### config.mk
export PLATFORM = sky130hd
export DESIGN_NAME = pll_lock_monitor
export DESIGN_NICKNAME = d
export VERILOG_FILES = /design/src/rtl/pll_mon_pkg.sv /design/src/rtl/sync_bit.sv /design/src/rtl/pll_lock_monitor.sv
export SDC_FILE = /design/constraint.sdc
export NUM_CORES = 1
export LEC_CHECK = 0
export CAP_MARGIN = 20
export CORE_ASPECT_RATIO = 1.25
export CORE_MARGIN = 2
export CORE_UTILIZATION = 39
export CTS_BUF_LIST = sky130_fd_sc_hd__clkbuf_8
export DETAILED_ROUTE_END_ITERATION = 10
export PLACE_DENSITY = 0.61
export SLEW_MARGIN = 30
export SYNTH_ARGS = -nofsm -noshare
export SYNTH_HDL_FRONTEND = slang
export SYNTH_SLANG_ARGS = --single-unit
### constraint.sdc
create_clock -name refclk -period 1.6 [get_ports refclk]
set_input_delay 0.32 -clock refclk [delete_from_list [all_inputs] [get_ports refclk]]
set_output_delay 0.32 -clock refclk [all_outputs]
set_load 0.02 [all_outputs]
### src/rtl/pll_mon_pkg.sv
// Shared types and default parameters for the PLL lock supervisor.
// The state encoding is visible on the debug port, so its values are fixed.
package pll_mon_pkg;

    typedef enum logic [1:0] {
        WAIT_LOCK = 2'd0,
        STABLE    = 2'd1,
        RELEASE   = 2'd2,
        RUN       = 2'd3
    } mon_state_t;

    localparam int DEF_SYNC_STAGES        = 2;
    localparam int DEF_LOCK_STABLE_CYCLES = 16;
    localparam int DEF_RST_HOLD_CYCLES    = 8;
    localparam int DEF_LOSS_CNT_W         = 8;

endpackage

### src/rtl/sync_bit.sv
// N-flop single-bit synchroniser with asynchronous active-low clear.
// Latency N cycles; no backpressure.
module sync_bit #(
    parameter int N = 2
) (
    input  logic clk_i,
    input  logic rst_n_i,
    input  logic d_i,
    output logic q_o
);

    logic [N-1:0] ff_q;

    always_ff @(posedge clk_i or negedge rst_n_i) begin
        if (!rst_n_i) begin
            ff_q <= '0;
        end else begin
            ff_q <= {ff_q[N-2:0], d_i};
        end
    end

    assign q_o = ff_q[N-1];

endmodule

### src/rtl/pll_lock_monitor.sv
// Qualifies the PLL lock flag, then sequences downstream reset release and ready.
// Outputs are registered from the next state; no backpressure.
module pll_lock_monitor
    import pll_mon_pkg::*;
#(
    parameter int SYNC_STAGES        = DEF_SYNC_STAGES,
    parameter int LOCK_STABLE_CYCLES = DEF_LOCK_STABLE_CYCLES,
    parameter int RST_HOLD_CYCLES    = DEF_RST_HOLD_CYCLES,
    parameter int LOSS_CNT_W         = DEF_LOSS_CNT_W
) (
    input  logic                  refclk,
    input  logic                  rst,
    input  logic                  locked,
    output logic                  sys_rst_n,
    output logic                  ready,
    output logic [LOSS_CNT_W-1:0] lock_loss_cnt,
    output logic [1:0]            state
);

    localparam int STB_W = $clog2(LOCK_STABLE_CYCLES) + 1;
    localparam int HLD_W = $clog2(RST_HOLD_CYCLES) + 1;
    localparam logic [STB_W-1:0] STB_LAST = STB_W'(LOCK_STABLE_CYCLES - 1);
    localparam logic [HLD_W-1:0] HLD_LAST = HLD_W'(RST_HOLD_CYCLES - 1);

    logic                  locked_s;
    mon_state_t            state_q, state_d;
    logic [STB_W-1:0]      stb_cnt_q, stb_cnt_d;
    logic [HLD_W-1:0]      hld_cnt_q, hld_cnt_d;
    logic [LOSS_CNT_W-1:0] loss_cnt_q, loss_cnt_d;
    logic                  sys_rst_n_q, sys_rst_n_d;
    logic                  ready_q, ready_d;
    logic                  loss_evt;

    sync_bit #(.N(SYNC_STAGES)) u_lock_sync (
        .clk_i   (refclk),
        .rst_n_i (rst),
        .d_i     (locked),
        .q_o     (locked_s)
    );

    always_ff @(posedge refclk or negedge rst) begin
        if (!rst) begin
            state_q     <= WAIT_LOCK;
            stb_cnt_q   <= '0;
            hld_cnt_q   <= '0;
            loss_cnt_q  <= '0;
            sys_rst_n_q <= 1'b0;
            ready_q     <= 1'b0;
        end else begin
            state_q     <= state_d;
            stb_cnt_q   <= stb_cnt_d;
            hld_cnt_q   <= hld_cnt_d;
            loss_cnt_q  <= loss_cnt_d;
            sys_rst_n_q <= sys_rst_n_d;
            ready_q     <= ready_d;
        end
    end

    always_comb begin
        state_d = state_q;
        case (state_q)
            WAIT_LOCK: if (locked_s) state_d = STABLE;
            STABLE: begin
                if (!locked_s)                  state_d = WAIT_LOCK;
                else if (stb_cnt_q == STB_LAST) state_d = RELEASE;
            end
            RELEASE: begin
                if (!locked_s)                  state_d = WAIT_LOCK;
                else if (hld_cnt_q == HLD_LAST) state_d = RUN;
            end
            RUN: if (!locked_s) state_d = WAIT_LOCK;
            default: state_d = WAIT_LOCK;
        endcase
    end

    // Counters read zero on the first cycle of their state, so entry clears them.
    always_comb begin
        stb_cnt_d   = (state_q == STABLE)  ? stb_cnt_q + 1'b1 : '0;
        hld_cnt_d   = (state_q == RELEASE) ? hld_cnt_q + 1'b1 : '0;
        loss_evt    = !locked_s && ((state_q == RELEASE) || (state_q == RUN));
        loss_cnt_d  = (loss_evt && (loss_cnt_q != '1)) ? loss_cnt_q + 1'b1 : loss_cnt_q;
        sys_rst_n_d = (state_d == RELEASE) || (state_d == RUN);
        ready_d     = (state_d == RUN);
    end

    assign sys_rst_n     = sys_rst_n_q;
    assign ready         = ready_q;
    assign lock_loss_cnt = loss_cnt_q;
    assign state         = state_q;

endmodule

**Yosys cells after proc, flatten, opt, wreduce, memory -nomap -nowiden**

Index checks and enable logic that the tools add are counted.

- Register bits after elaboration: 23
- Input port bits: 3

- $add $sub $neg: 3
- Eq/ne operators: 8
- Muxes and demuxes: 9
- Reductions and logical operators: 6

Operators with widths:

| kind | count |
|---|---|
| two-way mux 2 bit | 6 |
| adder 8 x 1 -> 8 bit, second input constant | 1 |
| equality test 2 bit, second input constant | 4 |
| != test 8 bit, second input constant | 1 |
| one-hot mux 2 bit (4 select lines) | 1 |
| adder 5 x 1 -> 5 bit, second input constant | 1 |
| equality test 5 x 4 -> 1 bit, second input constant | 1 |
| two-way mux 5 bit | 1 |
| adder 4 x 1 -> 4 bit, second input constant | 1 |
| equality test 4 x 3 -> 1 bit, second input constant | 1 |
| two-way mux 4 bit | 1 |
| equality test 2 x 1 -> 1 bit, second input constant | 1 |
| logical AND 1 bit | 2 |
| logical NOT 2 bit | 1 |
| logical OR 1 bit | 2 |
| logical NOT 1 bit | 1 |

**Longest topological paths before layout**

Gate-level depths: netlist (run 1).

- Word-level depth: 6
- Depth in mapped cells: 6
- Depth with buffers taken out: 6

**Hierarchy**

From an unflattened synthesis (run 1), not the netlist that was laid out.

- Cell total of the unflattened synthesis: 79
- Area total of the unflattened synthesis: 954.7 µm²

By module, submodules not included:

| module | times used | cells each | area each (µm²) |
|---|---|---|---|
| pll_lock_monitor | 1 | 77 | 904.6 |
| sync_bit | 1 | 2 | 50.0 |

**Worst setup path before layout (run 1)**

OpenSTA, ideal clock, no wires.

- Path type: reg2reg
- Start point: register loss_cnt_q[0], in the netlist lock_loss_cnt[0]
- End point: register loss_cnt_q[1], in the netlist lock_loss_cnt[1]
- Setup time: 128 ps
- Arrival: 1338 ps
- Path slack: 135 ps
- Cell stages (with the launch flop): 5
- Buffers on the path: 0
- Period minus slack after synthesis: 1465 ps
- Cell sequence: dfrtp_1 > ha_1 > nand3_1 > o211ai_2 > mux2_1

- Longest elaborated chain between the ends: 2

Ends and longest elaborated chain:

| element | line | source |
|---|---|---|
| start, declared | pll_lock_monitor.sv:29 | `logic [LOSS_CNT_W-1:0] loss_cnt_q, loss_cnt_d;` |
| start signal, assigned | pll_lock_monitor.sv:53 | `loss_cnt_q <= loss_cnt_d;` |
| branches (longest 2 deep; another with adder 8 x 1 -> 8 bit) | -- |  |

Parallel ways; which one is timed is not known.
A chain may end at the register's enable or synchronous reset.

**Final worst setup path (run 1)**

- Start point: register sys_rst_n_q, in the netlist sys_rst_n
- End point: output port sys_rst_n

RTL lines:

| element | line | source |
|---|---|---|
| start, declared | pll_lock_monitor.sv:30 | `logic sys_rst_n_q, sys_rst_n_d;` |
| start signal, assigned | pll_lock_monitor.sv:54 | `sys_rst_n_q <= sys_rst_n_d;` |
| end, declared | pll_lock_monitor.sv:14 | `output logic sys_rst_n,` |

No word-level cell between the ends.

==> impl_summary.txt, run 1 <==
----------------------------------------------------
[Yosys]
  Post-synthesis net count ... between 90 and 100
  Most frequent cell after synthesis ... dfrtp_1
  Cells after synthesis ... 86
  Mapped cell area ... about 1000 sq um
  Proportion of netlist area held by the largest area contributor ... 0.577
  Sequential cell area fraction in the yosys report ... 0.577
  Share of async-settable or async-resettable flops after synthesis ... 1.00
  Top flip-flop cell by instance count after synthesis ... dfrtp_1
  Post-synth EDFFs ... 0
  Largest area contributor in the synthesized netlist ... dfrtp_1
  Total of warnings raised by yosys ... 0
  Number of library cell types mapped by synthesis ... 27
  Post-synth top cells ... 23 x dfrtp_1, 14 x nor2_1, 5 x inv_1, 5 x xnor2_1
  Synthesized area per cell ... about 12 sq um
  Register bit count reported by yosys ... 23
  Top cells by area, synth ... dfrtp_1 58%, nor2_1 5.3%, ha_1 5.0%

[Worst setup path]
  Maximum cell stage delay along the critical path ... ~0.6 ns
  Worst path buffer plus inverter count ... 1
  Critical setup path kind ... register to output port
  Crit-path max FO ... 1
  Crit start category ... register
  Cell with the largest stage delay on the worst path ... clkdlybuf4s50_1
  CP cell instances ... clkdlybuf4s50_1
  Worst path top cell family by delay ... buffers and inverters
  Crit path capture type ... output port
  Worst endpoint data arrival time ... 1.17 ns
  Required time of the critical path ... around 1.3 ns

[Timing]
  Setup violation total in the final timing report ... 0
  Hold violation total from the final report ... 0
  Slack of the critical path ... 0.107 ns
  Highest Clock Rate ... ~0.67 GHz
  Shortest clock period the worst path allows after layout ... about 1.5 ns
  Worst clock skew on the final layout ... between 0.002 and 0.0025 ns
  Total Negative Setup Slacks ... 0 ns
  Unrepaired setup endpoints after global routing ... no
  Final cycle utilization of the critical path ... 0.933
  Max Slew Vio Count ... 0
  Tightest slew margin relative to the limit ... 0.805
  Transition at the pin with the smallest max-transition slack ... around 0.29 ns

[Global routing]
  Number of global-route vias before repair ... just under 700
  Maximum number of pins on one net before global-route repair ... 24
  Global route overflow ... 0
  All-layer global routing usage ... 0.133
  Number of antenna violations at the first check in global routing ... 0
  First-pass GRT wire length ... 2.99 mm

[Drt]
  Vias per Instance ... 4.84
  Total routed wirelength ... between 1.5 and 2 mm
  DR WL/cell ... between 10 and 15 um
  Detailed-route via count ... 668
  Violation count after the first detailed-routing iteration ... 3
  Antenna-violating nets left ... 0
  1st-pass router iterations ... 3
  DRC errors left ... 0

[Power and ir drop]
  VDD IR max ... 602 uV
  Leak ... roughly 0.6 nW
  P per Cell Area ... a little over 800 mW/mm^2

[Place]
  Place WS ... 0.157 ns
  Placer Congestion ... between 0.7 and 0.8
  Final HPWL from detailed placement ... between 1 and 1.5 mm
  Placement Cell Area ... 0.00118 sq mm
  Buffers on Ports ... 14

[Flow run]
  Number of violations of the max-capacitance limit ... 0

[CTS]
  Buffers inserted by post-CTS timing repair ... 0
  Num CTS Buffers ... 3
  Hold-fix buffers, CTS ... 0
  Clock sink count ... 23
  Clock transition at the registers of the reported paths ... 0.08 ns
  Clock insertion delay at the later pin of the skew report ... 0.26 ns
  Clock Root Buffer ... clkbuf_8
  Maximum root-to-sink buffer count ... 2
  TritonCTS clock tree ... done
  Post-cts repair resize count ... 10
  Deepest level of the CTS H-tree ... 1

[Floorplan]
  Initial Util ... 0.411
  Total Die Area ... 0.00298 sq mm
  DIE WIDTH ... between 40 and 50 um
  Num ports ... 15
  Number of rows created at floorplan ... 20
  Height of the die ... between 60 and 70 um
  Core area ... 0.00243 sq mm

[Cells and area]
  Area growth from synthesis to final layout ... 22.0%
  Fraction of layout cells with a size suffix above 1 ... 0.0952
  Nets@finish ... between 100 and 150
  Finished layout cell area ... between 0.001 and 0.0015 sq mm
  Number of inserted diodes ... 0
  Final-layout fill cell count ... 241

[Outcome]
  Run status ... completed

[Hold path]
  Worst hold-check path type ... register to register

----------------------------------------------------
## flip-flops by register name, summed over array words and instances, names as in the netlist
signal / cells
sys_rst_n: 1
u_lock_sync.ff_q: 2
state: 2
hld_cnt_q: 4
stb_cnt_q: 5
lock_loss_cnt: 8
ready: 1
## power by group
part           switching (mW)  internal [mW]
sequential            0.00781          0.591
clock                   0.179          0.174
combinational          0.0229         0.0147
## metrics by stage
stage | cells | utilization | total power [mW] | hold slack, ns
floorplan | 86 | - | 0.625 | 0.0244
global placement | 134 | 0.487 | 0.649 | 0.333
detailed placement | 134 | 0.487 | 0.650 | 0.345
CTS | 138 | 0.501 | 1.01 | 0.365
global route | 138 | 0.501 | 1.03 | 0.380
finish | 138 | 0.501 | 0.989 | 0.362
## worst paths after layout
kind,cells past startpoint,end,from,slack [ns]
worst max-delay path,1,sys_rst_n,sys_rst_n,0.11
worst min-delay path,0,u_lock_sync.ff_q[1],u_lock_sync.ff_q[0],0.36
worst max register to register,6,state[0],stb_cnt_q[0],0.15
worst min register to register,0,u_lock_sync.ff_q[1],u_lock_sync.ff_q[0],0.36
max in group asynchronous,2,state[0],rst,0.97
min in group asynchronous,2,lock_loss_cnt[5],rst,0.40
## cells in the final DEF (no fill, tap or decap)
cell type        synthesis  layout
a211oi_1                 1       1
a21oi_1                  4       4
a31oi_1                  2       2
a41oi_1                  1       1
and2_1                   1       1
and3_1                   2       2
and3b_1                  1       1
and4_1                   2       2
and4b_4                  1       1
buf_4                    0       2
clkbuf_8                 0       3
clkdlybuf4s50_1          0       4
clkinv_2                 0       1
dfrtp_1                 23      23
dlygate4sd2_1            0      10
ha_1                     4       4
inv_1                    5       5
mux2_1                   1       1
mux2_4                   1       1
nand2_1                  4       4
nand2b_1                 2       2
nand3_1                  4       4
nand4_1                  1       1
nand4_2                  1       1
nor2_1                  14      14
o211ai_1                 1       1
o211ai_2                 1       1
o22a_1                   1       1
or2b_1                   1       1
xnor2_1                  5       5
xor2_1                   1       1
## layout make-up
| class | instances | area, sq um | share of cell area |
|---|---|---|---|
| inverter | 5 | 18.8 | 0.0154 |
| multi-input combinational | 57 | 392 | 0.322 |
| sequential | 23 | 576 | 0.473 |
| timing repair buffer | 16 | 143 | 0.117 |
| clock inverter | 1 | 5.00 | 0.00412 |
| clock buffer | 3 | 41.3 | 0.0340 |
| tap | 33 | 41.3 | 0.0340 |
## cells by family (layout without fill, tap and decap cells)
group,after synthesis,in the layout,synth area share
compound gates,11,11,0.0778
xor+xnor,6,6,0.0527
fa+ha+maj,4,4,0.0502
buf+inv,6,25,0.0301
flops,23,23,0.577
mux,2,2,0.0263
simple gates,34,34,0.186
## routing by layer
metal	vias up	part of all wire	wire [um]	GRT usage
li1	335	-	-	-
met1	320	0.46	768	0.155
met4	0	0.0059	10	0.0612
met3	2	0.035	59	0.0246
met2	11	0.50	844	0.241
met5	-	0	0	0
Note: power is estimated with default switching activity, not from simulation.
==> inputs of run 2 (changes only) <==
- CELL_PAD_IN_SITES_DETAIL_PLACEMENT: unset -> 0
- CELL_PAD_IN_SITES_GLOBAL_PLACEMENT: unset -> 1
- CORE_UTILIZATION: 39 -> 43
- PLACE_DENSITY: 0.61 -> 0.8
- SETUP_SLACK_MARGIN: unset -> 0.05
==> run 2 against run 1 <==
Against the previous run: via count up 4.5%; core utilization rose by 6.2 points; clock skew is 0.00074 ns higher; worst setup slack got worse by 0.012 ns; sequential power about the same; critical path depth did not move; largest cell class unchanged; highest routed layer unchanged.
==> impl_summary.txt, run 2 (synthesis results as in run 1) <==
----------------------------------------------------
[Outcome]
  Run status ... completed

[Drt]
  Detailed-route via count ... 698
  Antenna-violating nets left ... 0
  1st-pass router iterations ... 4
  DR WL/cell ... around 12 um
  Violation count after the first detailed-routing iteration ... 14
  Vias per Instance ... between 5 and 6
  Total routed wirelength ... 1.65 mm
  DRC errors left ... 0

[Worst setup path]
  Required time of the critical path ... around 1.3 ns
  Worst endpoint data arrival time ... approximately 1.2 ns
  Worst path top cell family by delay ... buffers and inverters
  Worst path buffer plus inverter count ... 1
  Maximum cell stage delay along the critical path ... between 0.5 and 0.6 ns
  Critical setup path kind ... register to output port
  Crit start category ... register
  Crit path capture type ... output port
  Cell with the largest stage delay on the worst path ... clkdlybuf4s50_1
  CP cell instances ... clkdlybuf4s50_1
  Crit-path max FO ... 1

[Timing]
  Total Negative Setup Slacks ... 0 ns
  Unrepaired setup endpoints after global routing ... no
  Worst clock skew on the final layout ... 0.00284 ns
  Shortest clock period the worst path allows after layout ... approximately 1.5 ns
  Max Slew Vio Count ... 0
  Hold violation total from the final report ... 0
  Highest Clock Rate ... about 0.66 GHz
  Slack of the critical path ... around 0.095 ns
  Setup violation total in the final timing report ... 0
  Tightest slew margin relative to the limit ... 0.808
  Transition at the pin with the smallest max-transition slack ... between 0.2 and 0.3 ns
  Final cycle utilization of the critical path ... 0.940

[Place]
  Placer Congestion ... 0.805
  Final HPWL from detailed placement ... roughly 1.2 mm
  Place WS ... slightly below 0.1 ns
  Buffers on Ports ... 14

[CTS]
  Maximum root-to-sink buffer count ... 2
  Clock Root Buffer ... clkbuf_8
  TritonCTS clock tree ... done
  Clock insertion delay at the later pin of the skew report ... ~0.27 ns
  Clock sink count ... 23
  Clock transition at the registers of the reported paths ... about 0.080 ns
  Num CTS Buffers ... 3
  Deepest level of the CTS H-tree ... 1

[Cells and area]
  Most common library cell in the layout ignoring fill and taps ... dfrtp_1
  Nets@finish ... 115
  Footprint of the multi-input gates ... between 300 and 400 sq um
  Footprint of the flip-flops and latches ... approximately 580 sq um
  Area growth from synthesis to final layout ... 23.5%
  Final-layout fill cell count ... ~210
  Fraction of layout cells with a size suffix above 1 ... 0.121
  Max FFs per register ... 8
  Number of inserted diodes ... 0
  Commonest cells after routing, fill and taps aside ... 23 x dfrtp_1, 14 x nor2_1, 10 x dlygate4sd2_1, 5 x inv_1, 5 x xnor2_1

[Global routing]
  Fraction of met2 tracks used by global routing ... 0.241
  Number of global-route vias before repair ... around 680
  All-layer global routing usage ... 0.152
  Maximum number of pins on one net before global-route repair ... 24
  Met1 Track Usage GR ... 0.189
  Number of antenna violations at the first check in global routing ... 0
  Met3 demand-to-capacity share in global routing ... 0.0280
  GR peak layer ... met2
  First-pass GRT wire length ... slightly below 3 mm
  Global route overflow ... 0

[Power and ir drop]
  VDD IR max ... about 620 uV
  P per Cell Area ... slightly above 800 mW/mm^2
  Leak ... between 0.6 and 0.7 nW

[Floorplan]
  Core area ... ~0.0022 sq mm
  Height of the die ... about 58 um
  Initial Util ... 0.456
  DIE WIDTH ... 47.1 um
  Total Die Area ... roughly 0.0027 sq mm
  Number of rows created at floorplan ... 19
  Num ports ... 15

[Hold path]
  Worst hold-check path type ... register to register

[Flow run]
  Number of violations of the max-capacitance limit ... 0

----------------------------------------------------
[run 2: cell types whose count changed in the layout (fill, tap and decap cells not counted), sizes merged]
| cell | change |
|---|---|
| buf | +2 |
[run 2: worst paths after layout]
kind                                     startpoint                  end  slack (ns)  depth (start not counted)
worst max-delay path                          ready                ready         0.1                          1
worst min-delay path            u_lock_sync.ff_q[0]  u_lock_sync.ff_q[1]        0.36                          0
worst max register to register     lock_loss_cnt[1]     lock_loss_cnt[1]        0.16                          4
worst min register to register  u_lock_sync.ff_q[0]  u_lock_sync.ff_q[1]        0.36                          0
max in group asynchronous                       rst     lock_loss_cnt[6]        0.97                          2
min in group asynchronous                       rst                ready        0.40                          2
[run 2: power by group]
| group | switching [mW] | internal (mW) | leakage (nW) |
|---|---|---|---|
| Sequential | 0.00599 | 0.591 | 0.312 |
| Combinational | 0.0244 | 0.0162 | 0.286 |
| Clock | 0.184 | 0.174 | 0.0255 |
| Total | 0.214 | 0.781 | 0.623 |
[run 2: timing repair]
item / in CTS / in global routing
hold endpoints to repair: 0 / 0
hold buffers: 0 / 0
buffers inserted: 0 / 1
pin swaps: 0 / 0
setup endpoints to repair: 10 / 1
resized for setup: 10 / 1
[run 2: through the flow]
| step | hold WS, ns | instances | power, mW | area (sq um) | util |
|---|---|---|---|---|---|
| 2_1_floorplan | 0.0244 | 86 | 0.625 | 997 | - |
| 3_3_place_gp | 0.333 | 133 | 0.651 | 1190 | 0.543 |
| 3_5_place_dp | 0.336 | 133 | 0.651 | 1190 | 0.543 |
| 4_1_cts | 0.356 | 137 | 1.01 | 1220 | 0.558 |
| 5_1_grt | 0.379 | 138 | 1.04 | 1230 | 0.563 |
| 6_report | 0.357 | 138 | 0.995 | 1230 | 0.563 |
[run 2: layout make-up]
type | instances | area share
clock buffers | 3 | 0.0335
well taps | 31 | 0.0315
multi-input cells | 57 | 0.320
repair buffers | 18 | 0.128
clock inverters | 1 | 0.00407
inverters | 5 | 0.0152
flip-flops and latches | 23 | 0.467
[run 2: routing by layer]
metal	up-vias	wire length (um)
met3	5	55
met5	-	0
li1	340	-
met2	15	856
met1	338	696
met4	0	44
